## src/rtl/pc_fpga_pkg.sv

```systemverilog
// Shared constants and types for the pc_sn_7_3 parallel-counter FPGA build.
package pc_fpga_pkg;

  localparam int PC_IN_W                 = 7;
  localparam int PC_OUT_W                = 3;
  localparam int DEBOUNCE_CYCLES_DEFAULT = 100000;
  localparam int CLK_HZ                  = 100_000_000;

  typedef logic [PC_IN_W-1:0] sw_vec_t;

endpackage

```

## src/rtl/sw_debounce_bit.sv

```systemverilog
// One switch bit: two-flop synchroniser, stability counter and stable flop.
// Defining DEBOUNCE_BYPASS_EN removes the counter and follows sync2 directly.
module sw_debounce_bit
  import pc_fpga_pkg::*;
#(
  parameter int DEBOUNCE_CYCLES = DEBOUNCE_CYCLES_DEFAULT
) (
  input  logic clk,
  input  logic rst,
  input  logic sw_raw,
  output logic sw_stable,
  output logic update
);

  logic sync1_q, sync2_q;
  logic stable_q, stable_d;

  always_ff @(posedge clk or posedge rst) begin
    if (rst) begin
      sync1_q  <= 1'b0;
      sync2_q  <= 1'b0;
      stable_q <= 1'b0;
    end else begin
      sync1_q  <= sw_raw;
      sync2_q  <= sync1_q;
      stable_q <= stable_d;
    end
  end

`ifdef DEBOUNCE_BYPASS_EN
  always_comb begin
    stable_d = sync2_q;
    update   = (sync2_q != stable_q);
  end
`else
  localparam int CNT_W = (DEBOUNCE_CYCLES > 1) ? $clog2(DEBOUNCE_CYCLES) : 1;
  localparam logic [CNT_W-1:0] CNT_MAX = CNT_W'(DEBOUNCE_CYCLES - 1);

  logic [CNT_W-1:0] cnt_q, cnt_d;

  // Any cycle of agreement restarts the count; the counter stops at CNT_MAX.
  always_comb begin
    stable_d = stable_q;
    cnt_d    = cnt_q;
    update   = 1'b0;
    if (sync2_q == stable_q) begin
      cnt_d = '0;
    end else if (cnt_q == CNT_MAX) begin
      stable_d = sync2_q;
      cnt_d    = '0;
      update   = 1'b1;
    end else begin
      cnt_d = cnt_q + 1'b1;
    end
  end

  always_ff @(posedge clk or posedge rst) begin
    if (rst) cnt_q <= '0;
    else     cnt_q <= cnt_d;
  end
`endif

  assign sw_stable = stable_q;

endmodule

```

## src/rtl/sw_debounce_sync.sv

```systemverilog
// Synchronises and debounces WIDTH slide switches for the parallel counter.
// Optional macro DEBOUNCE_BYPASS_EN (in sw_debounce_bit) skips debouncing.
module sw_debounce_sync
  import pc_fpga_pkg::*;
#(
  parameter int WIDTH           = PC_IN_W,
  parameter int DEBOUNCE_CYCLES = DEBOUNCE_CYCLES_DEFAULT
) (
  input  logic             clk,
  input  logic             rst,
  input  logic [WIDTH-1:0] sw_raw,
  output logic [WIDTH-1:0] sw_stable,
  output logic             sw_changed
);

  logic [WIDTH-1:0] update_vec;
  logic             changed_q, changed_d;

  for (genvar i = 0; i < WIDTH; i++) begin : g_bit
    sw_debounce_bit #(
      .DEBOUNCE_CYCLES(DEBOUNCE_CYCLES)
    ) u_bit (
      .clk      (clk),
      .rst      (rst),
      .sw_raw   (sw_raw[i]),
      .sw_stable(sw_stable[i]),
      .update   (update_vec[i])
    );
  end

  // Registered alongside the stable flops so the pulse lines up with the new value.
  always_comb begin
    changed_d = |update_vec;
  end

  always_ff @(posedge clk or posedge rst) begin
    if (rst) changed_q <= 1'b0;
    else     changed_q <= changed_d;
  end

  assign sw_changed = changed_q;

endmodule

```

## config.mk

```make
export PLATFORM = sky130hd
export DESIGN_NAME = sw_debounce_sync
export DESIGN_NICKNAME = d
export VERILOG_FILES = /design/src/rtl/pc_fpga_pkg.sv /design/src/rtl/sw_debounce_bit.sv /design/src/rtl/sw_debounce_sync.sv
export SDC_FILE = /design/constraint.sdc
export NUM_CORES = 1
export LEC_CHECK = 0
export ABC_AREA = 0
export CAP_MARGIN = 25
export CORE_MARGIN = 8
export CORE_UTILIZATION = 50
export DETAILED_ROUTE_END_ITERATION = 16
export GPL_TIMING_DRIVEN = 0
export HOLD_SLACK_MARGIN = 0.15
export PLACE_DENSITY = 0.67
export SYNTH_ARGS = -nofsm -noshare
export SYNTH_HDL_FRONTEND = slang
export SYNTH_HIERARCHICAL = 1
export SYNTH_SLANG_ARGS = --single-unit
```

## constraint.sdc

```tcl
create_clock -name clk -period 2.05 [get_ports clk]
set_input_delay 0.205 -clock clk [delete_from_list [all_inputs] [get_ports clk]]
set_output_delay 0.205 -clock clk [all_outputs]
set_load 0.02 [all_outputs]
```

==> summary.md <==
| Metric | Value |
|---|---|
| Core ar. | roughly 14000 µm² |
| CP Max Fanout | 5 |
| Worst slew pin tran | 780 ps |
| Total die area | 18200 µm² |
| DR pass1 iterations | 4 |
| Buffers on Ports | 16 |
| Hold-fix buffers at CTS | 0 |
| H-tree levels | 4 |
| Grt ovf | 0 |
| Die Y | 135 µm |
| Synthesized area per cell | about 11 µm² |
| Max-slew violation total from the final report | 0 |
| Drt total wl | 12900 µm |
| Root Driver | clkbuf_16 |
| Critical path class | reg2reg |
| Period utilization | 88.2% |
| Layout Nets | 686 |
| Largest net degree at the start of global routing | 21 |
| Vias in the first global route | between 4000 and 5000 |
| Top-area cell type share of the netlist area | 49.9% |
| DR vias | 4673 |
| Hpwl dp | about 9100 µm |
| Total of max-cap violations | 0 |
| DRC Markers | 0 |
| Overall power | 6.19 mW |
| Status | finished clean |
| GRT Total Usage | about 15% |
| Crit path capture type | flop |
| Final setup vio count | 0 |
| Clk buf depth | 2 |
| Critical Path AT | 2090 ps |
| Worst clock skew | 8.58 ps |
| F_max | about 550 MHz |
| Layout cells sized above 1 | between 15 and 20% |
| Drt wl/cell | ~15 µm |
| Sequential fraction of the synthesis area | 49.9% |
| Hold crit path type | in2async |
| Synth cell types | 24 |
| Via/cell ratio | 5.41 |
| Clk Latency, worst-skew pair | 420 ps |
| Initial DRC count | just over 200 |
| Ports | 17 |
| Antenna violations before repair | 0 |
| Routability Congestion | approximately 0.82 |
| Routed Antenna Nets | 0 |
| Final Hold Vio Count | 0 |
| Syn_nets | 651 |
| Setup crit start kind | flop |
| Clock transition at path regs | 60 ps |
| Worst slew margin | 47.9% |
| First-pass GRT wire length | ~22000 µm |
| Cell Pwr Density | 768 nW/µm² |
| Die W | 135 µm |
| Initial Utilization | about half |
| Post-Syn Area | 7080 µm² |
| Layout area overhead | 13.9% |
| Leak | 3.35 nW |
| Tmin final | ~1800 ps |
| Post-Synthesis Cells | between 600 and 700 |
| Design area | ~8100 µm² |
| Antenna Cells | 0 |
| #FFs+latches synth | 141 |
| Clock buffers created by TritonCTS | 17 |
| Clock sink total | 141 |
| Post-synth top area cell | dfrtp_1 |
| Fin Setup TNS | 0 ps |
| CP required | about 2300 ps |
| Unrepaired setup endpoints after global routing | no |
| DP Area | 7460 µm² |
| Largest cells by area after synthesis | dfrtp_1, xnor2_1, nor2_1 |
| Core Rows | 43 |
| CTS tree | yes |
| Peak VDD IR | 736 µV |
| Post-CTS Setup Inserts | 0 |
| Synth warn | 6 |
| Post-CTS sizing | 0 |
-- state kept, by name (all words and copies together) (netlist names) --
name                   count
g_bit.u_bit/cnt_q        119
g_bit.u_bit/sw_stable      7
g_bit.u_bit/sync1_q        7
g_bit.u_bit/sync2_q        7
sw_changed                 1
-- area by class of cell --
cell class                      instances  area [µm²]
Buffer                                  7        52.6
Clock buffer                           21         460
Clock inverter                         11         141
Fill cell                            1168        5820
Inverter                               22        82.6
Multi-Input combinational cell        465        3410
Sequential cell                       141        3530
Tap cell                              180         225
Timing Repair Buffer                   16         160
-- routing by layer --
metal | up-vias | part of all wire (%) | global-route usage, %
met4 | 0 | 1.4 | 5.12
li1 | 2278 | - | -
met5 | - | 0 | 0
met3 | 15 | 2.8 | 4.53
met2 | 35 | 49 | 24.8
met1 | 2345 | 47 | 19.0
-- power breakdown --
group / internal (mW) / leakage (nW) / total, mW / switching (mW)
Sequential: 2.83 / 1.92 / 2.89 / 0.0551
Clock: 1.97 / 0.289 / 3.11 / 1.14
Combinational: 0.0629 / 1.14 / 0.200 / 0.137
-- cells in the final DEF, fill, tap and decap left out, drive strengths merged, types with 22 or more instances in the layout --
cell type  instances
xor2              35
xnor2             77
nor2             119
dfrtp            141
nand2             36
nand3             35
inv               22
nand4             42
nor3              29
nor4              36
-- path summary, 6_finish.rpt --
check | startpoint | endpoint | slack, ps | cells after the start
max | g_bit[4].u_bit/cnt_q[0] | sw_changed | 240 | 6
min | rst | sw_changed | 210 | 2
max reg2reg | g_bit[4].u_bit/cnt_q[0] | sw_changed | 240 | 6
min reg2reg | g_bit[3].u_bit/sync1_q | g_bit[3].u_bit/sync2_q | 350 | 0
max in group asynchronous | rst | g_bit[4].u_bit/cnt_q[8] | 990 | 2
min in group clk | sw_raw[0] | g_bit[0].u_bit/sync1_q | 230 | 1
-- critical path: stages, from the launching register on --
cell	delay, ps
dfrtp_1	420
ha_1	280
and4_1	260
nand4_2	160
nor2b_1	70
nor4_1	390
nand2_1	90
-- cells by family after synthesis --
group                      Yosys count  share of synthesized area (%)
DFF                                141                           49.9
buffers and inverters               29                           1.91
muxes                                7                           1.11
adders and majority gates            7                           1.24
xor gates and xnor gates           112                           13.9
and+or+nand+nor                    339                           32.0
-- cell usage after synthesis --
master / count
mux2_1: 7
nor4bb_1: 7
ha_1: 7
nor4_2: 35
xor2_1: 35
nor3_1: 29
dfrtp_1: 141
nand4_1: 21
and3_1: 7
nor2b_1: 7
nand2_1: 29
nand2_2: 7
inv_1: 22
nand3_1: 28
xnor2_1: 77
and4bb_1: 7
nor4b_2: 7
nor2_1: 119
and4_1: 7
nand3_2: 7
buf_4: 7
nand4_2: 14
nor4_1: 1
nand4_4: 7
-- metrics by stage --
| step | std cells | hold slack (ps) | worst slack (ps) | utilization [%] |
|---|---|---|---|---|
| 2_1_floorplan | 635 | -66.3 | 550 | - |
| 3_3_place_gp | 831 | 334 | 260 | 53.8 |
| 3_5_place_dp | 831 | 335 | 252 | 53.8 |
| 4_1_cts | 863 | 204 | 201 | 58.1 |
| 5_1_grt | 863 | 215 | 91.2 | 58.1 |
| 6_report | 863 | 210 | 241 | 58.1 |
Note: power is estimated with default switching activity, not from simulation.
